### src/rtl/instr_mem_prog.sv
// Writable instruction memory for the K2 core.
// Serves fetches with one-cycle registered latency, boots with a fixed image,
// and accepts a new program from a host through a valid/ready loader port.
// Fetches are rejected with fetch_err while a load session is in progress.
//
// state | meaning
// ------+---------------------------------------------------------------
// RUN   | serving fetches, waiting for load_start
// LOAD  | accepting host words, load_ready high, fetches rejected as busy
// DONE  | one-cycle load_done pulse, fetches still rejected, back to RUN
module instr_mem_prog #(
    parameter int DATA_W = 8,
    parameter int ADDR_W = 4,
    parameter int DEPTH  = 16
) (
    input  logic              clk,
    input  logic              reset,
    input  logic              fetch_req,
    input  logic [ADDR_W-1:0] fetch_addr,
    output logic              fetch_valid,
    output logic [DATA_W-1:0] fetch_data,
    output logic              fetch_err,
    input  logic              load_start,
    input  logic [ADDR_W-1:0] load_base,
    input  logic [ADDR_W:0]   load_len,
    input  logic              load_valid,
    input  logic [DATA_W-1:0] load_data,
    output logic              load_ready,
    output logic              load_busy,
    output logic              load_done
);

    typedef enum logic [1:0] {RUN, LOAD, DONE} state_t;

    localparam logic [ADDR_W:0]   DEPTH_W = (ADDR_W+1)'(DEPTH);
    localparam logic [ADDR_W-1:0] LAST_W  = ADDR_W'(DEPTH - 1);

    state_t            state_q, state_d;
    logic [DATA_W-1:0] mem_q [DEPTH];
    logic [ADDR_W-1:0] ptr_q, ptr_d;
    logic [ADDR_W:0]   len_q, len_d;
    logic [ADDR_W:0]   cnt_q, cnt_d;
    logic              wr_en;
    logic              fetch_valid_q, fetch_err_q;
    logic [DATA_W-1:0] fetch_data_q;
    logic              fetch_in_range;

    // Power-on program, zero-extended; everything past word 8 is zero.
    function automatic logic [DATA_W-1:0] boot_word(input int idx);
        case (idx)
            0:       return DATA_W'(8'h08);
            1:       return DATA_W'(8'h19);
            2:       return DATA_W'(8'h20);
            3:       return DATA_W'(8'h10);
            4:       return DATA_W'(8'h70);
            5:       return DATA_W'(8'h00);
            6:       return DATA_W'(8'h14);
            7:       return DATA_W'(8'h04);
            8:       return DATA_W'(8'hB2);
            default: return '0;
        endcase
    endfunction

    // Loader state, pointer, latched length and word counter.
    always_ff @(posedge clk or negedge reset) begin
        if (!reset) begin
            state_q <= RUN;
            ptr_q   <= '0;
            len_q   <= '0;
            cnt_q   <= '0;
        end else begin
            state_q <= state_d;
            ptr_q   <= ptr_d;
            len_q   <= len_d;
            cnt_q   <= cnt_d;
        end
    end

    // Next-state logic: latch the session on load_start, count accepted words.
    always_comb begin
        state_d = state_q;
        ptr_d   = ptr_q;
        len_d   = len_q;
        cnt_d   = cnt_q;
        wr_en   = 1'b0;
        case (state_q)
            RUN: begin
                if (load_start) begin
                    len_d   = load_len;
                    cnt_d   = '0;
                    ptr_d   = ADDR_W'(32'(load_base) % DEPTH);
                    state_d = (load_len == '0) ? DONE : LOAD;
                end
            end
            LOAD: begin
                if (load_valid) begin
                    wr_en = 1'b1;
                    cnt_d = cnt_q + 1'b1;
                    ptr_d = (ptr_q == LAST_W) ? '0 : ptr_q + 1'b1;
                    if (cnt_d == len_q) begin
                        state_d = DONE;
                    end
                end
            end
            DONE:    state_d = RUN;
            default: state_d = RUN;
        endcase
    end

    // Storage: reset reloads the boot image, aborting any partial load.
    always_ff @(posedge clk or negedge reset) begin
        if (!reset) begin
            for (int i = 0; i < DEPTH; i++) begin
                mem_q[i] <= boot_word(i);
            end
        end else if (wr_en) begin
            mem_q[ptr_q] <= load_data;
        end
    end

    assign fetch_in_range = ({1'b0, fetch_addr} < DEPTH_W);

    // Registered fetch response; data holds when no request is made.
    always_ff @(posedge clk or negedge reset) begin
        if (!reset) begin
            fetch_valid_q <= 1'b0;
            fetch_err_q   <= 1'b0;
            fetch_data_q  <= '0;
        end else begin
            fetch_valid_q <= fetch_req;
            if (fetch_req) begin
                if ((state_q == RUN) && fetch_in_range) begin
                    fetch_err_q  <= 1'b0;
                    fetch_data_q <= mem_q[fetch_addr];
                end else begin
                    fetch_err_q  <= 1'b1;
                    fetch_data_q <= '0;
                end
            end else begin
                fetch_err_q <= 1'b0;
            end
        end
    end

    assign fetch_valid = fetch_valid_q;
    assign fetch_err   = fetch_err_q;
    assign fetch_data  = fetch_data_q;
    assign load_ready  = (state_q == LOAD);
    assign load_busy   = (state_q != RUN);
    assign load_done   = (state_q == DONE);

endmodule

### config.mk
export PLATFORM = sky130hd
export DESIGN_NAME = instr_mem_prog
export DESIGN_NICKNAME = d
export VERILOG_FILES = /design/src/rtl/instr_mem_prog.sv
export SDC_FILE = /design/constraint.sdc
export NUM_CORES = 1
export LEC_CHECK = 0
export ABC_AREA = 1
export CORE_MARGIN = 3
export CORE_UTILIZATION = 40
export DETAILED_ROUTE_END_ITERATION = 8
export GPL_TIMING_DRIVEN = 0
export PLACE_DENSITY = 0.55
export SLEW_MARGIN = 15
export SYNTH_ARGS = -nofsm -noshare
export SYNTH_HDL_FRONTEND = slang
export SYNTH_SLANG_ARGS = --single-unit
### constraint.sdc
create_clock -name clk -period 1.85 [get_ports clk]
set_clock_uncertainty 0.05 [all_clocks]
set_input_delay 0.37 -clock clk [delete_from_list [all_inputs] [get_ports clk]]
set_output_delay 0.37 -clock clk [all_outputs]
set_load 0.01 [all_outputs]
==> summary.txt, run 1 <==
Outcome
  – Outcome: finished clean

STA
  – Final setup vio count: 0
  – Fin crit share: 96.1%
  – Worst relative slew slack: 49.3%
  – Worst Slack Setup Final: 0.0716 ns
  – Final min period: 1.78 ns
  – Final hold viol count: 0
  – RSZ-0062 raised after global routing: no
  – Slew of the pin with the lowest slew margin: 0.761 ns
  – Worst hold slack: 0.264 ns
  – Max Transition Viols Final: 0
  – Fmax: 562 MHz
  – Post-Route Setup TNS: 0 ns

Global routing
  – Grt ovf: 0
  – Vias in the first global route: 6062
  – GRT Resource Usage Total: 22.4%
  – Pin count of the biggest net entering global routing: 88
  – First-pass GRT wire length: 34300 um
  – Initial antenna violation count: 1

Synth
  – Synth top area share: 46.5%
  – Post-synth cell types: 34
  – Area leader, netlist: dfrtp_1
  – Net Count, Synth: 919
  – Main synth FF type: dfrtp_1
  – Seq/Total Area, Yosys: 52.1%
  – Top post-synthesis cells by area: dfrtp_1, nand2_1, o21ai_0, dfstp_2, inv_1
  – Post-Syn Instances: 888
  – Yosys warning count: 0
  – Yosys reg bits: 154
  – Netlist Area Pre-Place: 7430 um^2
  – Async S/R FF share, synth: 100%
  – Post-synth EDFFs: 0
  – Post-Syn Area per Cell: 8.37 um^2

Clock network
  – H-tree depth: 4
  – CTS root buf: clkbuf_16
  – CTS Buf Count: 17
  – CTS tree: built
  – Clk Latency, worst-skew pair: 0.43 ns
  – Clock sink total: 154
  – Clk slew on worst S/H paths: 0.07 ns
  – Max Root-Sink Buffers: 2

Placement
  – Placed insts: 1145
  – Worst slack, placed: -0.550 ns
  – DP Wirelength: 15100 um
  – Port bufs: 27
  – Placed inst area: 8020 um^2
  – Gp weighted congestion: 0.889

Floorplanning
  – Site Rows: 49
  – Die X: 142 um
  – # IOs: 39
  – Initial Util: 41.1%
  – Core area: 18100 um^2
  – Die area: 20200 um^2
  – Die height: 142 um

Route
  – Detail Route Antenna Nets: 0
  – Drt initial violations: 392
  – DR vias: 6163
  – Via density: 5.21
  – DRC Markers: 0
  – Detailed Routing Iterations Pass 1: 5
  – Routed wire length per instance: 18.3 um
  – Total Wirelength: 21700 um

Final layout
  – Fillers: 1795
  – Synth-to-layout area growth: 16.8%
  – Final Non-Filler Cells: 1184
  – Nets: 973
  – Final Cell Area: 8670 um^2
  – Layout cell share with drive strength beyond 1: 13.1%
  – Ant diodes: 0

Min path
  – Worst hold path cell count: 3
  – Hold Path Sink: mem_q[38]
  – HP Class: input port to register
  – HP Start: load_data[6]

Critical path
  – Reg2reg setup slack: 0.10 ns
  – Delay-heaviest family, CP: flip-flops
  – Startpoint types: register
  – Endpoint type of the worst setup path: output port
  – CP bufs+invs: 3
  – WP data required: 1.43 ns
  – Worst reg2reg path depth: 9
  – Critical path type: register to output port
  – Critical R2R Capture: mem_q[53]
  – Worst r2r src: state_q[0]
  – Worst Path Max Fanout: 4
  – Slowest CP cell: dfrtp_2
  – CP Cell Sequence: buf_12 > nor2_4 > inv_1 > buf_2
  – Max incr delay on CP: 0.45 ns
  – Worst EP arrival: 1.36 ns

Power and ir drop
  – Worst vdd ir: 0.874 mV
  – PD cells: 1500 nW/um^2
  – Static Leak: 0.00401 uW

Flow run
  – MaxCap Viol Count: 0
[state kept, by name (all words and copies together), names as in the netlist]
| signal | cells |
|---|---|
| fetch_valid | 1 |
| cnt_q | 5 |
| fetch_err | 1 |
| state_q | 2 |
| fetch_data | 8 |
| ptr_q | 4 |
| mem_q | 128 |
| len_q | 5 |
[worst max path at each step]
stage                  start            end  cells after the start  slack (ns)
6_report          state_q[1]      load_busy                      4        0.07
5_1_grt           state_q[0]      mem_q[52]                      8        0.01
4_1_cts           state_q[0]     load_ready                      4       -0.04
3_5_place_dp   fetch_addr[0]  fetch_data[4]                     10       -0.55
3_3_place_gp           reset     mem_q[126]                      1       -6.23
2_1_floorplan       ptr_q[0]       mem_q[5]                      5        0.41
[report_power, final]
part	internal [uW]	leakage (uW)	switching, uW
clock network	1780	0.000270	1540
registers	4960	0.00183	726
logic	1580	0.00191	2450
[synth_stat cells, types with 2 or more instances]
master,instances
nand4_1,5
buf_2,21
nand2_1,191
nand3_1,61
nor2_4,10
buf_4,4
nand2_4,4
dfstp_2,16
mux2_2,2
nand3_2,4
a31oi_1,3
o21ai_1,20
nor2_2,2
o211ai_1,40
o21ai_0,106
inv_1,89
inv_2,2
buf_6,4
nand3b_1,2
ha_1,5
clkbuf_1,17
dfrtp_1,138
a21oi_1,47
buf_1,4
o22ai_1,2
nor2_8,2
nor2_1,78
nand2_2,3
[layer usage]
layer / vias up / GRT usage [%] / wire length (um)
li1: 3012 / - / -
met1: 2967 / 32.1 / 10100
met2: 163 / 35.4 / 10200
met3: 21 / 3.97 / 1130
met4: 0 / 6.11 / 313
met5: - / 0 / 0
[final cells by class]
class | count | area, um^2 | share of cell area [%]
plain buffers | 51 | 292 | 3.36
clock buffers | 18 | 439 | 5.06
clock inverters | 14 | 111 | 1.28
inverters | 93 | 357 | 4.11
multi-input cells | 590 | 2950 | 34.0
flip-flops and latches | 154 | 3870 | 44.7
well taps | 229 | 287 | 3.30
repair buffers | 35 | 362 | 4.17
[stage by stage]
stage | power (uW) | utilization (%)
6_report | 13000 | 48.0
5_1_grt | 14000 | 48.0
4_1_cts | 13000 | 47.7
3_5_place_dp | 9560 | 44.3
3_3_place_gp | 9470 | 44.2
2_1_floorplan | 8310 | -
[layout by cell type, fill, tap and decap left out, drive strengths merged]
master,synthesis,final
nand2,198,198
dfrtp,138,138
o21ai,126,126
inv,92,99
nor2,92,92
nand3,65,65
a21oi,47,47
buf,33,42
o211ai,40,40
clkbuf,18,37
clkdlybuf4s50,0,22
dfstp,16,16
clkinv,1,6
nand4,5,5
ha,5,5
a31oi,3,3
nand3b,2,2
mux2,2,2
o22ai,2,2
clkinvlp,0,2
or2,1,1
nor3,1,1
xor2,1,1
dlygate4sd3,0,1
dlymetal6s2s,0,1
dlygate4sd2,0,1
[repair_timing]
item	4_1_cts	5_1_grt
pin swaps	1	2
hold buffers	1	0
resized for setup	18	10
endpoints found under the setup margin	19	20
setup buffers	2	4
cloned	0	0
endpoints found under the hold margin	62	0
[worst reg2reg max path, cell delays in order (launching register included)]
cell     delay (ns)
dfrtp_1        0.42
inv_2          0.08
nor2_4         0.15
nand2_4        0.13
inv_8          0.14
nand2_4        0.10
nor2_4         0.22
buf_2          0.24
nand2_1        0.07
o21ai_0        0.08
[kinds of logic (layout without fill, tap and decap cells)]
| kind of cell | count (synthesis) | count (layout) | synth area share (%) |
|---|---|---|---|
| DFF | 154 | 154 | 52.1 |
| and+or+nand+nor | 364 | 364 | 22.1 |
| muxes | 2 | 2 | 0.303 |
| adders and majority gates | 5 | 5 | 0.842 |
| buffers and inverters | 144 | 211 | 8.35 |
| xor gates and xnor gates | 1 | 1 | 0.118 |
| AOI/OAI and AO/OA | 218 | 218 | 16.1 |
Note: power is estimated with default switching activity, not from simulation.
==> inputs of run 2 (changes only) <==
--- a/config.mk
+++ b/config.mk
@@ -8,10 +8,11 @@
 export ABC_AREA = 1
 export CORE_MARGIN = 3
 export CORE_UTILIZATION = 40
+export CTS_CLUSTER_SIZE = 16
 export DETAILED_ROUTE_END_ITERATION = 8
 export GPL_TIMING_DRIVEN = 0
 export PLACE_DENSITY = 0.55
-export SLEW_MARGIN = 15
+export SLEW_MARGIN = 20
 export SYNTH_ARGS = -nofsm -noshare
 export SYNTH_HDL_FRONTEND = slang
 export SYNTH_SLANG_ARGS = --single-unit
==> results of run 2 <==
No change in the layout: final DEF, timing and power equal those of run 1.
